===== config.mk =====
export PLATFORM = sky130hd
export DESIGN_NAME = fetch_control
export DESIGN_NICKNAME = d
export VERILOG_FILES = /design/src/rtl/fetch_control.sv
export SDC_FILE = /design/constraint.sdc
export NUM_CORES = 1
export LEC_CHECK = 0
export ABC_AREA = 1
export CAP_MARGIN = 30
export CORE_ASPECT_RATIO = 1.25
export CORE_MARGIN = 2
export CORE_UTILIZATION = 25
export CTS_CLUSTER_SIZE = 12
export DETAILED_ROUTE_END_ITERATION = 7
export GPL_ROUTABILITY_DRIVEN = 0
export PLACE_DENSITY_LB_ADDON = 0.2
export SKIP_CTS_REPAIR_TIMING = 1
export SYNTH_ARGS = -nofsm -noshare
export SYNTH_HDL_FRONTEND = slang
export SYNTH_SLANG_ARGS = --single-unit

===== constraint.sdc =====
create_clock -name clk -period 5.5 [get_ports clk]
set_input_delay 1.65 -clock clk [delete_from_list [all_inputs] [get_ports clk]]
set_output_delay 1.65 -clock clk [all_outputs]
set_load 0.02 [all_outputs]

===== src/rtl/fetch_control.sv =====
// fetch_control
//   Fetch/decode/control stage of the 5-instruction Harvard CPU (ADDU, ADDIU, LW, SW, JR).
//   It owns the PC and instruction register and runs the instruction-memory handshake.
//   It decodes IR into datapath fields and control strobes.
//   It sequences data-memory stalls and JR with a single branch delay slot.
//   The CPU halts when a JR targets address 0.
//
// Parameters
//   RESET_VECTOR       PC loaded on reset
//
// Ports
//   clk                single clock, all state on posedge
//   reset              synchronous active-low reset (0 = reset)
//   instr_address      PC, valid while instr_read=1
//   instr_read         instruction fetch request
//   instr_waitrequest  1 = imem not ready, request held
//   instr_readdata     instruction word, captured on instr_read & !instr_waitrequest
//   data_read          LW request to dmem
//   data_write         SW request to dmem
//   data_waitrequest   1 = dmem not ready, request held
//   reg_read_data_0    rs value from the datapath (JR target)
//   rs, rt, rd         IR[25:21], IR[20:16], IR[15:11]
//   ALUOp              IR[31:26]
//   func_code          IR[5:0]
//   alu_immediate      IR[15:0]
//   RegDst             1 = write rt, 0 = write rd
//   ALUSrc             1 = sign-extended immediate as op2
//   MemtoReg           1 = write-back from data memory
//   RegWrite           register file write enable, pulses in the completing cycle
//   active             1 = running, 0 = in reset or halted
//   illegal_instr      (ILLEGAL_TRAP_EN only) sticky flag, set when an undecoded instruction halts the CPU
//
// Configuration macro
//   ILLEGAL_TRAP_EN    when defined, undecoded instructions halt the CPU and set illegal_instr.
//                      When undefined, undecoded instructions execute as NOPs.

module fetch_control #(
   parameter logic [31:0] RESET_VECTOR = 32'hBFC0_0000
) (
   input  logic        clk,
   input  logic        reset,
   output logic [31:0] instr_address,
   output logic        instr_read,
   input  logic        instr_waitrequest,
   input  logic [31:0] instr_readdata,
   output logic        data_read,
   output logic        data_write,
   input  logic        data_waitrequest,
   input  logic [31:0] reg_read_data_0,
   output logic [4:0]  rs,
   output logic [4:0]  rt,
   output logic [4:0]  rd,
   output logic [5:0]  ALUOp,
   output logic [5:0]  func_code,
   output logic [15:0] alu_immediate,
   output logic        RegDst,
   output logic        ALUSrc,
   output logic        MemtoReg,
   output logic        RegWrite,
   output logic        active
`ifdef ILLEGAL_TRAP_EN
   ,
   output logic        illegal_instr
`endif
);

   typedef enum logic [1:0] {
      S_FETCH  = 2'd0,
      S_EXEC   = 2'd1,
      S_HALTED = 2'd2
   } state_t;

   state_t      state_q, state_d;
   logic [31:0] pc_q, pc_d;
   logic [31:0] ir_q, ir_d;
   logic        delay_pending_q, delay_pending_d;
   logic [31:0] target_q, target_d;
   logic        illegal_q, illegal_d;

   logic [5:0]  opcode_s;
   logic [5:0]  funct_s;
   logic        is_addu_s, is_addiu_s, is_lw_s, is_sw_s, is_jr_s;
   logic        exec_done_s;
`ifdef ILLEGAL_TRAP_EN
   logic        is_legal_s;
`endif

   // Instruction decode from IR and EXEC completion condition
   always_comb begin
      opcode_s   = ir_q[31:26];
      funct_s    = ir_q[5:0];
      is_addu_s  = (opcode_s == 6'h00) && (funct_s == 6'h21);
      is_jr_s    = (opcode_s == 6'h00) && (funct_s == 6'h08);
      is_addiu_s = (opcode_s == 6'h09);
      is_lw_s    = (opcode_s == 6'h23);
      is_sw_s    = (opcode_s == 6'h2B);
`ifdef ILLEGAL_TRAP_EN
      is_legal_s = is_addu_s || is_jr_s || is_addiu_s || is_lw_s || is_sw_s;
`endif
      // Memory instructions finish only once dmem accepts; everything else takes one cycle
      exec_done_s = (state_q == S_EXEC) && (!(is_lw_s || is_sw_s) || !data_waitrequest);
   end

   // Next-state logic: fetch capture, PC update and delay-slot sequencing
   always_comb begin
      state_d         = state_q;
      pc_d            = pc_q;
      ir_d            = ir_q;
      delay_pending_d = delay_pending_q;
      target_d        = target_q;
      illegal_d       = illegal_q;
      case (state_q)
         S_FETCH: begin
            if (!instr_waitrequest) begin
               ir_d    = instr_readdata;
               state_d = S_EXEC;
            end else begin
               state_d = S_FETCH;
            end
         end
         S_EXEC: begin
            if (exec_done_s) begin
               if (delay_pending_q) begin
                  // Delay slot finished: take the jump. A JR sitting here is a NOP.
                  pc_d            = target_q;
                  delay_pending_d = 1'b0;
                  if (target_q == 32'h0000_0000) begin
                     state_d = S_HALTED;
                  end else begin
                     state_d = S_FETCH;
                  end
               end else if (is_jr_s) begin
                  pc_d            = pc_q + 32'd4;
                  delay_pending_d = 1'b1;
                  target_d        = reg_read_data_0;
                  state_d         = S_FETCH;
               end else begin
                  pc_d    = pc_q + 32'd4;
                  state_d = S_FETCH;
               end
`ifdef ILLEGAL_TRAP_EN
               if (!is_legal_s) begin
                  state_d   = S_HALTED;
                  illegal_d = 1'b1;
               end
`endif
            end else begin
               state_d = S_EXEC;
            end
         end
         S_HALTED: begin
            state_d = S_HALTED;
         end
         default: begin
            state_d = S_FETCH;
         end
      endcase
   end

   // State registers with synchronous active-low reset
   always_ff @(posedge clk) begin
      if (!reset) begin
         state_q         <= S_FETCH;
         pc_q            <= RESET_VECTOR;
         ir_q            <= 32'h0000_0000;
         delay_pending_q <= 1'b0;
         target_q        <= 32'h0000_0000;
         illegal_q       <= 1'b0;
      end else begin
         state_q         <= state_d;
         pc_q            <= pc_d;
         ir_q            <= ir_d;
         delay_pending_q <= delay_pending_d;
         target_q        <= target_d;
         illegal_q       <= illegal_d;
      end
   end

   // Output decode; reset gates everything so pending requests drop in the reset cycle itself
   always_comb begin
      instr_address = pc_q;
      instr_read    = reset && (state_q == S_FETCH);
      data_read     = reset && (state_q == S_EXEC) && is_lw_s;
      data_write    = reset && (state_q == S_EXEC) && is_sw_s;
      RegWrite      = reset && exec_done_s && (is_addu_s || is_addiu_s || is_lw_s);
      active        = reset && (state_q != S_HALTED);
      if (reset) begin
         rs            = ir_q[25:21];
         rt            = ir_q[20:16];
         rd            = ir_q[15:11];
         ALUOp         = ir_q[31:26];
         func_code     = ir_q[5:0];
         alu_immediate = ir_q[15:0];
         RegDst        = is_addiu_s || is_lw_s;
         ALUSrc        = is_addiu_s || is_lw_s || is_sw_s;
         MemtoReg      = is_lw_s;
      end else begin
         rs            = 5'd0;
         rt            = 5'd0;
         rd            = 5'd0;
         ALUOp         = 6'd0;
         func_code     = 6'd0;
         alu_immediate = 16'd0;
         RegDst        = 1'b0;
         ALUSrc        = 1'b0;
         MemtoReg      = 1'b0;
      end
`ifdef ILLEGAL_TRAP_EN
      illegal_instr = reset && illegal_q;
`endif
   end

endmodule

[Yosys cells after proc, flatten, opt, wreduce, memory -nomap -nowiden]
Cells that the tools add are included.
Word-level totals
  flip-flop bits (word level): 99
  input port bits: 68
  output and inout port bits: 83
  word-level logic and storage cells: 57
Cells by class
  add/sub/neg operators: 1
  equal/unequal tests: 8
  multiplexer cells: 17
  bitwise gates (word level): 2
  reductions and logical operators: 24
Operator list (count)
  adder 32 x 3 -> 32 bit (second input constant): 1
  zero test 32 bit: 1
  two-way mux 32 bit: 1
  == test 6 bit (second input constant): 3
  two-way mux 16 bit: 1
  two-way mux 5 bit: 3
  == test 6 x 4 -> 1 bit (second input constant): 2
  two-way mux 6 bit: 2
  logical AND 1 bit: 10
  zero test 6 bit: 1
  logical OR 1 bit: 6
  two-way mux 1 bit: 6
  two-way mux 2 bit: 3
  case mux 2 bit (3 select lines): 1
  AND reduction 2 bit: 2
  AND reduction 4 bit: 1
  == test 2 x 1 -> 1 bit (second input constant): 1
  == test 2 bit (second input constant): 1
  zero test 1 bit: 2
  zero test 2 bit: 1
  inequality test 2 bit (second input constant): 1
  inverter 1 bit: 2

[Depth between registers and ports, before layout]
  depth after elaboration: 7
  mapped depth: 11
  gate-level depth less buffers: 11

[Worst setup path before layout]
No wires, ideal clock.
  kind: input to output
  from: in data_waitrequest
  to: out RegWrite
  arrival: 2584 ps
  required time: 3850 ps
  setup slack: 1266 ps
  cell stages on the path: 6
  path buffers: 1
  cell sequence: inv_1 nor2_1 a21oi_4 buf_2 nand2_1 a21oi_1
Between the ends
  word-level cells in the longest chain between the ends: 5
RTL lines
  from (decl): line 48  | input logic data_waitrequest,
  zero test 1 bit: line 101  | exec_done_s = (state_q == S_EXEC) && (!(is_lw_s || is_sw_s) || !data_waitrequest);
  logical OR 1 bit: line 101
  logical AND 1 bit: line 101
  logical AND 1 bit (2 in series): line 185  | RegWrite = reset && exec_done_s && (is_addu_s || is_addiu_s || is_lw_s);
  to (decl): line 59  | output logic RegWrite,
Every way passes these cells.

[Worst setup path in the final report]
Same ends and word-level chain as after synthesis.

==> run summary <==
Outcome: finished clean
Leak Pwr: 2.95 nW
Seq/Total Area, Yosys: 38.1%
Multi-input combinational cell area: 2600 um2
Number of global-route vias before repair: 5218
Grt total ovfl: 0
Worst path arrival time: 3.18 ns
1st-iter DRT viols: 260
Die area: 22000 um2
FMAX: 207 MHz
CP Max Fanout: 3
#FFs+latches synth: 99
GRT Total Usage: 15.6%
Slew @ Worst Pin: 0.757 ns
Num ports: 151
Commonest non-fill, non-tap cells in the layout: nor2_1 (194), nand2_1 (164), clkdlybuf4s50_1 (149), dfxtp_1 (99), inv_1 (88)
Die W: 133 um
GRT busiest layer: met2
Most common cell after layout, fill and taps aside: nor2_1
Fin crit share: 87.9%
Max-slew violations: 0
Cell area after layout: 7120 um2
Vias/cell: 4.42
Final Hold Vio Count: 0
Final setup vio count: 0
Crit start category: primary input
Reg clk slew, reported paths: 0.07 ns
CTS tree: built
Vias: 5410
Skew-Pair Late Insertion Delay: 0.35 ns
Register cell area after layout: 1980 um2
Relative slew slack: 49.5%
Drt drc: 0
Worst path required time: 3.85 ns
GR Layer Usage met3: 4.85%
Setup TNS: 0 ns
Clock Skews: 0.00903 ns
RSZ-0062 raised after global routing: no
Num CTS Buffers: 9
N_diodes: 0
YS warnings: 0
Die Y: 165 um
First-pass GRT wire length: 27200 um
DR pass1 iterations: 5
# H-tree levels: 3
Minimum clock period: 4.83 ns
Layout filler cell count: 2193
Synth unique cells: 32
Critical path class: primary input to output port
CTS Root Cell: clkbuf_16
Net Count, Synth: 894
Detailed Route WL: 17000 um
Tot Pwr: 1.64 mW
Core box area: 20200 um2
CP Capture Type: output port
PD cells: 230 nW/um2
Clk sinks: 99
Placed wire-length estimate: 12600 um
VDD IR-drop max: 0.137 mV
Post-DRT Antenna Nets: 0
Area Overhead vs Synth: 37.1%
Area after DPL: 6840 um2
Met1 Use GR: 18.9%
Area fraction of the dominant cell type after synthesis: 38.1%
Layout Nets: 1018
Largest net degree at the start of global routing: 39
Row Count: 58
Wire length per cell: 13.9 um
Mapped cell area: 5200 um2
Met2 usage: 26.4%
IO buf count: 150
Max cap viols: 0
Initial antenna violation count: 0
Dominant cells by area after synthesis: dfxtp_1 (38%), nor2_1 (14%), nand2_1 (12%)
Cell accounting for the most synthesized area: dfxtp_1
Syn Area/Cell: 6.30 um2
Clock Path Buffers: 2
Initial Utilization: 25.7%
HP Class: flop to flop
Post-synthesis cell count: 825
Layout cells sized above 1: 4.61%
## through the flow
stage	hold slack, ns	worst slack, ns	std cells	util (%)
2_1_floorplan	0.455	1.27	825	-
3_3_place_gp	0.466	0.623	1208	33.8
3_5_place_dp	0.473	0.644	1208	33.8
4_1_cts	0.489	0.629	1224	35.2
5_1_grt	0.500	0.567	1224	35.2
6_report	0.485	0.665	1224	35.2
## worst max-delay path, stage by stage
cell and delay, ns:
clkdlybuf4s50_1 0.45, inv_1 0.05, nor2_1 0.26, a21oi_4 0.10, nand2_1 0.07, a21oi_1 0.04, clkdlybuf4s50_1 0.56
## state kept, by name, indices dropped and copies added, names as in the netlist
signal,count
ir_q,32
delay_pending_q,1
target_q,32
state_q,2
instr_address,32
## where the power goes
group / internal, mW / switching (mW) / leakage (nW) / total, mW
Combinational: 0.118 / 0.130 / 2.01 / 0.249
Sequential: 0.744 / 0.0253 / 0.808 / 0.769
Clock: 0.322 / 0.298 / 0.132 / 0.620
Total: 1.18 / 0.454 / 2.95 / 1.64
## cells in the mapped netlist
master and count:
nor2_2 1, nor4_1 3, buf_1 4, buf_6 4, nand3_1 38, xnor2_1 1
clkbuf_1 21, o21ai_1 5, o21ai_0 77, a21oi_4 1, xor2_1 3, nand3b_1 7
inv_2 5, a31oi_1 4, o21bai_1 2, nor2_4 1, nor2_1 194, dfxtp_1 99
nor3_4 1, nand4_1 7, nand3_2 1, a21oi_1 51, or2_2 2, ha_1 1
nand2_1 164, nor3_2 2, a211oi_1 1, inv_1 88, nor3_1 15, buf_2 5
buf_4 14, nand2_2 3
## cell families (layout without fill, tap and decap cells)
logic type / Yosys count / in the layout / share of synthesized area (%)
compound gates: 141 / 141 / 14.0
xor+xnor: 4 / 4 / 0.674
fa+ha+maj: 1 / 1 / 0.241
buf+inv: 141 / 270 / 11.9
flops: 99 / 99 / 38.1
simple gates: 439 / 439 / 35.0
## worst paths after layout
| path | start | slack (ns) | to | cells past startpoint |
|---|---|---|---|---|
| min reg2reg | target_q[30] | 0.48 | target_q[30] | 2 |
| min | target_q[30] | 0.48 | target_q[30] | 2 |
| max reg2reg | state_q[1] | 3.38 | target_q[13] | 8 |
| max | data_waitrequest | 0.67 | RegWrite | 7 |
## final cells by class
class / instances / share of cell area, %
sequential: 99 / 27.8
clock inverter: 5 / 0.527
multi-input combinational: 585 / 36.4
tap: 270 / 4.74
timing repair buffer: 161 / 22.2
inverter: 93 / 4.90
clock buffer: 11 / 3.41
## per-layer routing
metal  vias up  part of all wire, %
met4         0                  1.6
li1       2851                    -
met3        17                  7.7
met5         -                    0
met2       153                   46
met1      2389                   45
Note: power is estimated with default switching activity, not from simulation.
